File: config.mk
export PLATFORM = sky130hd
export DESIGN_NAME = hazard_sequencer
export DESIGN_NICKNAME = d
export VERILOG_FILES = /design/src/rtl/cpu_pkg.sv /design/src/rtl/forward_select.sv /design/src/rtl/hazard_sequencer.sv
export SDC_FILE = /design/constraint.sdc
export NUM_CORES = 1
export LEC_CHECK = 0
export CORE_UTILIZATION = 30
export DETAILED_ROUTE_END_ITERATION = 12
export PLACE_DENSITY = 0.68
export SYNTH_ARGS = -nofsm -noshare
export SYNTH_HDL_FRONTEND = slang
export SYNTH_SLANG_ARGS = --single-unit
File: constraint.sdc
create_clock -name clk -period 1.77 [get_ports clk]
set_input_delay 0.2655 -clock clk [delete_from_list [all_inputs] [get_ports clk]]
set_output_delay 0.2655 -clock clk [all_outputs]
set_load 0.01 [all_outputs]
File: src/rtl/cpu_pkg.sv
`default_nettype none
// ============================================================================
//  Module      : cpu_pkg
//  Description : Shared constants and types for the 9-bit CPU pipeline.
//                Holds the register index width, the special register
//                indices, the forwarding select encodings and the state
//                encodings of the hazard sequencer.
//  Revision    : 1.0  initial release
// ============================================================================
package cpu_pkg;

    // Register index width and special-purpose indices. The special indices
    // are ordinary registers as far as hazard detection is concerned.
    localparam int REG_AW   = 4;
    localparam int ADR_REG  = 4;
    localparam int MATH_REG = 5;
    localparam int CNT_REG  = 7;

    // Operand forwarding select encodings
    localparam logic [1:0] FWD_RF  = 2'b00;
    localparam logic [1:0] FWD_MEM = 2'b01;
    localparam logic [1:0] FWD_WB  = 2'b10;

    // Hazard sequencer states, explicitly encoded
    typedef enum logic [2:0] {
        ST_IDLE   = 3'd0,
        ST_RUN    = 3'd1,
        ST_STALL  = 3'd2,
        ST_DRAIN  = 3'd3,
        ST_HALTED = 3'd4
    } seq_state_t;

endpackage : cpu_pkg
`default_nettype wire

File: src/rtl/forward_select.sv
`default_nettype none
// ============================================================================
//  Module      : forward_select
//  Description : Combinational operand forwarding mux select for one ID-stage
//                source. The youngest producer (MEM) beats the older one (WB).
//  Revision    : 1.0  initial release
// ============================================================================
module forward_select #(
    parameter int REG_AW = 4
) (
    input  logic [REG_AW-1:0] src_reg,
    input  logic              src_used,
    input  logic              mem_write,
    input  logic [REG_AW-1:0] mem_write_reg,
    input  logic              wb_write,
    input  logic [REG_AW-1:0] wb_write_reg,
    output logic [1:0]        sel
);
    import cpu_pkg::*;

    // Pick the most recent in-flight producer of the source register
    always_comb begin
        sel = FWD_RF;
        if (src_used && mem_write && (mem_write_reg == src_reg)) begin
            sel = FWD_MEM;
        end else if (src_used && wb_write && (wb_write_reg == src_reg)) begin
            sel = FWD_WB;
        end
    end

endmodule : forward_select
`default_nettype wire

File: src/rtl/hazard_sequencer.sv
`default_nettype none
// ============================================================================
//  Module      : hazard_sequencer
//  Description : Pipeline sequencer for the 9-bit CPU. Detects load-use
//                hazards, flushes on taken branches/jumps, drains and parks
//                the pipe on halt, and drives operand forwarding selects.
//                Optional macro HAZARD_PERF_EN adds saturating stall/flush
//                performance counters.
//  Revision    : 1.0  initial release
// ============================================================================
module hazard_sequencer #(
    parameter int REG_AW       = 4,
    parameter int DRAIN_CYCLES = 3
`ifdef HAZARD_PERF_EN
    ,
    parameter int PERF_W       = 16
`endif
) (
    input  logic              clk,
    input  logic              reset,
    input  logic              start_i,
    input  logic [REG_AW-1:0] id_read_reg0,
    input  logic [REG_AW-1:0] id_read_reg1,
    input  logic              id_uses_r1,
    input  logic              id_halt,
    input  logic              ex_write,
    input  logic              ex_mem_to_reg,
    input  logic [REG_AW-1:0] ex_write_reg,
    input  logic              ex_branch,
    input  logic              ex_taken,
    input  logic              mem_write,
    input  logic [REG_AW-1:0] mem_write_reg,
    input  logic              wb_write,
    input  logic [REG_AW-1:0] wb_write_reg,
    output logic              pc_write,
    output logic              ifid_write,
    output logic              ifid_flush,
    output logic              idex_flush,
    output logic [1:0]        fwd_a,
    output logic [1:0]        fwd_b,
    output logic              running,
`ifdef HAZARD_PERF_EN
    output logic [PERF_W-1:0] stall_cycles,
    output logic [PERF_W-1:0] flush_count,
`endif
    output logic              halted
);
    import cpu_pkg::*;

    // A one-cycle drain still needs a 1-bit counter
    localparam int CNT_W = (DRAIN_CYCLES > 1) ? $clog2(DRAIN_CYCLES) : 1;

    seq_state_t       r_state;
    seq_state_t       w_next_state;
    logic [CNT_W-1:0] r_drain_cnt;
    logic             w_taken;
    logic             w_load_use;

    assign w_taken    = ex_branch & ex_taken;
    assign w_load_use = ex_write & ex_mem_to_reg &
                        ((ex_write_reg == id_read_reg0) |
                         (id_uses_r1 & (ex_write_reg == id_read_reg1)));

    // State register
    always_ff @(posedge clk or posedge reset) begin
        if (reset) begin
            r_state <= ST_IDLE;
        end else begin
            r_state <= w_next_state;
        end
    end

    // Drain countdown: loaded as halt enters EX, cleared by a squashing branch
    always_ff @(posedge clk or posedge reset) begin
        if (reset) begin
            r_drain_cnt <= '0;
        end else if ((r_state == ST_RUN) && (w_next_state == ST_DRAIN)) begin
            r_drain_cnt <= CNT_W'(DRAIN_CYCLES - 1);
        end else if (r_state == ST_DRAIN) begin
            if (w_taken || (r_drain_cnt == '0)) begin
                r_drain_cnt <= '0;
            end else begin
                r_drain_cnt <= r_drain_cnt - 1'b1;
            end
        end
    end

    // Next state and pipe enables/flushes; default is a held, flushed pipe
    always_comb begin
        w_next_state = r_state;
        pc_write     = 1'b0;
        ifid_write   = 1'b0;
        ifid_flush   = 1'b1;
        idex_flush   = 1'b1;
        case (r_state)
            ST_IDLE: begin
                if (start_i) begin
                    w_next_state = ST_RUN;
                end
            end
            ST_RUN, ST_STALL: begin
                if (w_taken) begin
                    // Squash the two younger slots and redirect the PC
                    pc_write     = 1'b1;
                    ifid_write   = 1'b1;
                    w_next_state = ST_RUN;
                end else if ((r_state == ST_RUN) && w_load_use) begin
                    // Hold PC and IF/ID, insert one bubble into EX
                    ifid_flush   = 1'b0;
                    w_next_state = ST_STALL;
                end else if ((r_state == ST_RUN) && id_halt) begin
                    // Let the halt itself move into EX, then stop fetching
                    ifid_flush   = 1'b0;
                    idex_flush   = 1'b0;
                    w_next_state = ST_DRAIN;
                end else begin
                    pc_write     = 1'b1;
                    ifid_write   = 1'b1;
                    ifid_flush   = 1'b0;
                    idex_flush   = 1'b0;
                    w_next_state = ST_RUN;
                end
            end
            ST_DRAIN: begin
                if (w_taken) begin
                    // The halt was on a mispredicted path: resume
                    pc_write     = 1'b1;
                    ifid_write   = 1'b1;
                    w_next_state = ST_RUN;
                end else if (r_drain_cnt == '0) begin
                    w_next_state = ST_HALTED;
                end
            end
            ST_HALTED: begin
                if (start_i) begin
                    w_next_state = ST_RUN;
                end
            end
            default: begin
                w_next_state = ST_IDLE;
            end
        endcase
    end

    assign running = (r_state == ST_RUN) || (r_state == ST_STALL);
    assign halted  = (r_state == ST_HALTED);

    forward_select #(
        .REG_AW (REG_AW)
    ) u_fwd_a (
        .src_reg       (id_read_reg0),
        .src_used      (1'b1),
        .mem_write     (mem_write),
        .mem_write_reg (mem_write_reg),
        .wb_write      (wb_write),
        .wb_write_reg  (wb_write_reg),
        .sel           (fwd_a)
    );

    forward_select #(
        .REG_AW (REG_AW)
    ) u_fwd_b (
        .src_reg       (id_read_reg1),
        .src_used      (id_uses_r1),
        .mem_write     (mem_write),
        .mem_write_reg (mem_write_reg),
        .wb_write      (wb_write),
        .wb_write_reg  (wb_write_reg),
        .sel           (fwd_b)
    );

`ifdef HAZARD_PERF_EN
    logic w_perf_clear;
    logic w_flush_event;

    assign w_perf_clear  = start_i && ((r_state == ST_IDLE) || (r_state == ST_HALTED));
    assign w_flush_event = w_taken && ((r_state == ST_RUN) || (r_state == ST_STALL) ||
                                       (r_state == ST_DRAIN));

    // Saturating count of bubble cycles spent in STALL
    always_ff @(posedge clk or posedge reset) begin
        if (reset) begin
            stall_cycles <= '0;
        end else if (w_perf_clear) begin
            stall_cycles <= '0;
        end else if ((r_state == ST_STALL) && (stall_cycles != '1)) begin
            stall_cycles <= stall_cycles + 1'b1;
        end
    end

    // Saturating count of taken-branch flushes
    always_ff @(posedge clk or posedge reset) begin
        if (reset) begin
            flush_count <= '0;
        end else if (w_perf_clear) begin
            flush_count <= '0;
        end else if (w_flush_event && (flush_count != '1)) begin
            flush_count <= flush_count + 1'b1;
        end
    end
`endif

endmodule : hazard_sequencer
`default_nettype wire

==> Word-level counts from Yosys, hierarchy flattened <==
Index checks and enable logic that the tools add are counted.
{ "totals": {"reg_bits": 5, "latchBits": 0, "mem_bits_rw": 0, "mem_bits_ro": 0, "out_inout_bits": 10, "word_cells": 58, "mem_count": 0} }
{ "op_classes": {"add_sub_neg": 1, "mul": 0, "div": 0, "magnitude_cmp": 0, "n_eq_ne": 11, "n_shift": 0, "mux": 23, "bitwise": 5, "reduce_logical": 16} }
{ "ops": {"columns": ["op", "count"], "rows": [
  ["$eq 4x4->1", 6],
  ["$mux 2", 10],
  ["$eq 3x2->1 const B", 3],
  ["$logic_and 1x1->1", 9],
  ["$mux 3", 3],
  ["$pmux 3 s3", 1],
  ["$mux 1", 8],
  ["$and 1x1->1", 4],
  ["$reduce_or 2->1", 2],
  ["$eq 3x1->1 const B", 1],
  ["$eq 3x3->1 const B", 1],
  ["$logic_not 3->1", 1],
  ["$logic_not 2->1", 1],
  ["$logic_or 1x1->1", 2],
  ["$pmux 1 s2", 1],
  ["$reduce_bool 2->1", 1],
  ["$sub 2x1->2 const B", 1],
  ["$or 1x1->1", 1]
]} }

==> Longest topological paths before layout <==
{ "depth": {"depth_word": 11, "mapped_depth": 6} }

==> Modules after synthesis <==
A second synthesis with hierarchy kept.
{ "hier_totals": {"cells_unflattened": 84, "area_unflattened_um2": 710.7} }
{ "by_module_without_submodules": {"columns": ["mod", "instances", "cells_each", "area_each_um2", "seq_area_each_um2"], "rows": [
  ["hazard_sequencer", 1, 56, 467.9, 125.1],
  ["forward_select", 2, 14, 121.4, 0.0]
]} }

==> Worst setup path after synthesis <==
No wires, ideal clock.
{ "synth_timing": {"path_type": "reg2out", "from": "register r_state[0]", "to": "output port pc_write", "arrival_time_ns": 1.355, "t_required_ns": 1.505, "path_slack_ns": 0.149, "path_stages_with_launch": 7, "path_buffers": 1, "cell_sequence": "dfrtp_1 > nor3b_2 > nand4_1 > o22ai_1 > nand2b_2 > o22ai_1 > buf_4"} }
{ "synth_between": {"elab_chain_cells": 6, "word_cells_on_any_way": 10, "classes_between": "3 x eq/ne; 4 x mux; 3 x reduce/logical"} }
{ "synth_rtl": {"columns": ["item", "line", "source"], "rows": [
  ["start: declaration", "hazard_sequencer.sv:53", "seq_state_t r_state;"],
  ["start signal: assignment", "hazard_sequencer.sv:69", "r_state <= w_next_state;"],
  ["$eq 3x1->1", null, null],
  ["$logic_and 1x1->1", "hazard_sequencer.sv:111", "end else if ((r_state == ST_RUN) && id_halt) begin"],
  ["$mux 1 (3 in a row)", null, null],
  ["$pmux 1 s2 (*)", null, null],
  ["end: declaration", "hazard_sequencer.sv:35", "output logic pc_write,"]
]} }
Mark *: on every way between the ends. The rest lies on a longest branch, timed or not.

==> Worst setup path in the final report <==
{ "layout_timing": {"from": "register r_state[2]", "to": "output port idex_flush"} }
{ "layout_between": {"elab_chain_cells": 5, "word_cells_on_any_way": 7, "classes_between": "2 x eq/ne; 3 x mux; 2 x reduce/logical"} }
{ "layout_rtl": {"columns": ["item", "line", "source"], "rows": [
  ["$eq 3x1->1", "hazard_sequencer.sv:95, hazard_sequencer.sv:107", null],
  ["$logic_and 1x1->1", "hazard_sequencer.sv:107", "end else if ((r_state == ST_RUN) && w_load_use) begin"],
  ["$mux 1", "hazard_sequencer.sv:107", null],
  ["$mux 1", "hazard_sequencer.sv:102", "if (w_taken) begin"],
  ["$mux 1 (*)", "hazard_sequencer.sv:95", "case (r_state)"],
  ["end: declaration", "hazard_sequencer.sv:38", "output logic idex_flush,"]
]} }
Marked as above.

==> impl_metrics.csv <==
group,metric,value,unit
sta,tightest_slew,272,ps
setup_path,critPathLaunchType,"flop",
drt,via_count,800,
sta,fmax,553,MHz
drt,drt_first_pass_iters,7,
clock_network,clk_latency,250,ps
clock_network,cts.sinks,5,
sta,rsz0062_at_grt,"yes",
power_and_ir_drop,peakVddDrop,0.000588,V
sta,relSlewSlack,81.7,%
synth,synth_area_per_cell,7.70,sq um
die,start_util,32.3,%
clock_network,cts_made_buffers,3,
outcome,violations,"setup timing",
drt,detail_route.iter0.violations,19,
clock_network,htree_levels,1,
die,dieArea,2350,sq um
sta,drv_slew,0,
clock_network,clockRootBuffer,"clkbuf_4",
die,core_area,2000,sq um
power_and_ir_drop,fin_total_pwr,1270,uW
cells_and_area,post_layout_nonfiller_instances,168,
cells_and_area,nFillCells,194,
die,io-pin-count,41,
sta,min_period,1810,ps
clock_network,clk_pin_slew,50,ps
placed_design,placed_cells,163,
cells_and_area,final_nets,174,
setup_path,critical_path_buf_inv_count,1,
synth,async_flop_share,100,%
sta,finalHoldViolations,0,
synth,synth_ff_type,"dfrtp_1",
setup_path,arrival,1540,ps
sta,finClkSkew,7.67,ps
placed_design,port-buffer-count,40,
setup_path,path_max_fanout,3,
clock_network,cts_tree,"built",
synth,synth-seq-cells,5,
setup_path,cp_data_required_time,1500,ps
synth,ys_seq_area_share,19.3,%
synth,synthCells,84,
global_route,grt_max_degree,7,
setup_path,crit_slowest_cell,"dfrtp_1",
sta,setup_tns,-107,ps
cells_and_area,num_antenna_cells,0,
setup_path,crit_type,"reg2out",
cells_and_area,fin_util,60.2,%
setup_path,max_stage_delay,400,ps
synth,ys_warn_count,0,
global_route,antenna_found_initial,0,
synth,syn_area,647,sq um
die,die_w,48.4,um
placed_design,gp_congestion,0.773,
global_route,grt_pass1_wl,3.14,mm
setup_path,cp_cell_sequence,"nor3b_2 > nand4_1 > o22ai_2 > nand2b_4 > nand2b_4 > buf_6",
clock_network,cts_buffer_depth,2,
global_route,grt_pass1_vias,811,
outcome,status,"complete, but fails checks",
drt,viasPerCell,4.76,
cells_and_area,drive_gt1_share,26.2,%
die,die_y,48.4,um
synth,synth_edf_count,0,
drt,wl_per_cell,12.2,um
global_route,grt_use_total,17.1,%
die,num_rows,16,
sta,fin_crit_sh,102,%
clock_network,holdBufCountCts,0,
global_route,grt_overflow,0,
setup_path,cpMostUsedCell,"nand2b_4",
sta,layout_setup_ws,-37.2,ps
synth,yosys.cell_types.count,30,
hold_path,holdCritPathClass,"in2async",
sta,setup_viol,3,
cells_and_area,area_growth,86.3,%
drt,final_antenna_net_count,0,
run,cap_violations,0,
synth,synth_nets,116,
setup_path,crit_path_end_kind,"output pin",
sta,holdWs,231,ps
power_and_ir_drop,p_leak,0.000564,uW
setup_path,cp_top_family,"simple AND/OR/NAND/NOR gates",
drt,drt-total-wl,2.04,mm
placed_design,hpwl,1.67,mm
drt,remaining_drc_errors,0,
power_and_ir_drop,pwr_density_cell,1060,nW/um^2
==> state kept, by name (all words and copies together) (netlist names) <==
signal	count
r_drain_cnt	2
r_state	3
==> per-stage QoR <==
step	setup WS, ps	area (sq um)
2_1_floorplan	149	647
4_1_cts	-44.1	1190
3_5_place_dp	-586	1170
3_3_place_gp	-556	1170
5_1_grt	-146	1200
6_report	-37.2	1200
==> path summary, 6_finish.rpt <==
path                                       startpoint                         end  slack (ps)  depth (start not counted)
setup / recovery                 r_state[2]$_DFF_PP0_                  idex_flush         -40                          6
hold / removal                                  reset        r_state[2]$_DFF_PP0_         230                          2
setup reg to reg                 r_state[2]$_DFF_PP0_  r_drain_cnt[1]$_DFFE_PP0P_         220                          7
hold reg to reg            r_drain_cnt[0]$_DFFE_PP0P_  r_drain_cnt[0]$_DFFE_PP0P_         610                          2
max in group asynchronous                       reset        r_state[1]$_DFF_PP0_        1340                          2
min in group clk           r_drain_cnt[0]$_DFFE_PP0P_  r_drain_cnt[0]$_DFFE_PP0P_         610                          2
==> synth_stat cells, types with 2 or more instances <==
library cell,count,area share (%)
nor3_1,3,2.3
dfrtp_1,5,19
xnor2_1,14,19
xor2_1,8,11
a31oi_1,2,1.9
inv_1,8,4.6
nand4_1,2,1.9
nand2b_1,2,1.9
and2_1,3,2.9
nand2_1,6,3.5
nor2_1,4,2.3
nand3_1,4,3.1
a21oi_1,3,2.3
o22ai_1,4,3.9
==> cells by family (layout without fill, tap and decap cells) <==
kind of cell               Yosys count  after routing  share of synthesized area, %
AOI/OAI and AO/OA                   15             15                          15.3
DFF                                  5              5                          19.3
buffers and inverters                9             66                          5.80
and+or+nand+nor                     32             32                          27.9
adders and majority gates            1              1                          1.93
xor gates and xnor gates            22             22                          29.8
==> cell type report <==
| class | instances | area [sq um] | area share (%) |
|---|---|---|---|
| clock buffers | 4 | 26.3 | 2.18 |
| inverters | 8 | 30.0 | 2.49 |
| multi-input cells | 70 | 533 | 44.2 |
| flip-flops and latches | 5 | 125 | 10.4 |
| well taps | 27 | 33.8 | 2.80 |
| repair buffers | 54 | 457 | 37.9 |
==> routing by layer <==
metal / global-route usage (%) / up-vias / share of wire (%)
met3: 3.14 / 2 / 6.3
met2: 33.3 / 37 / 56
met5: 0 / - / 0
met1: 17.7 / 359 / 37
li1: - / 402 / -
met4: 6.86 / 0 / 0.49
==> cell usage in the layout, fill, tap and decap left out, types with 3 or more instances in the layout <==
master           count
nor2_1               3
clkbuf_4             3
xor2_1               8
nand2_1              6
xnor2_1             14
inv_1                7
dfrtp_1              5
clkdlybuf4s50_1     12
buf_2                6
a21oi_1              3
buf_4               13
nand3_1              4
dlygate4sd2_1       18
==> repair_timing <==
item	in CTS	in global routing
gates resized for setup	60	5
cloned	0	0
setup endpoints to repair	10	8
buffers inserted	1	0
hold endpoints to repair	0	0
pin swaps	10	3
==> power by group <==
group | leakage, uW | internal [uW] | total [uW] | switching, uW
sequential | 0.0000625 | 157 | 183 | 26.1
clock | 0.0000150 | 85.9 | 142 | 55.7
combinational | 0.000486 | 489 | 947 | 458
No activity file was read; power rests on OpenSTA's default activity.
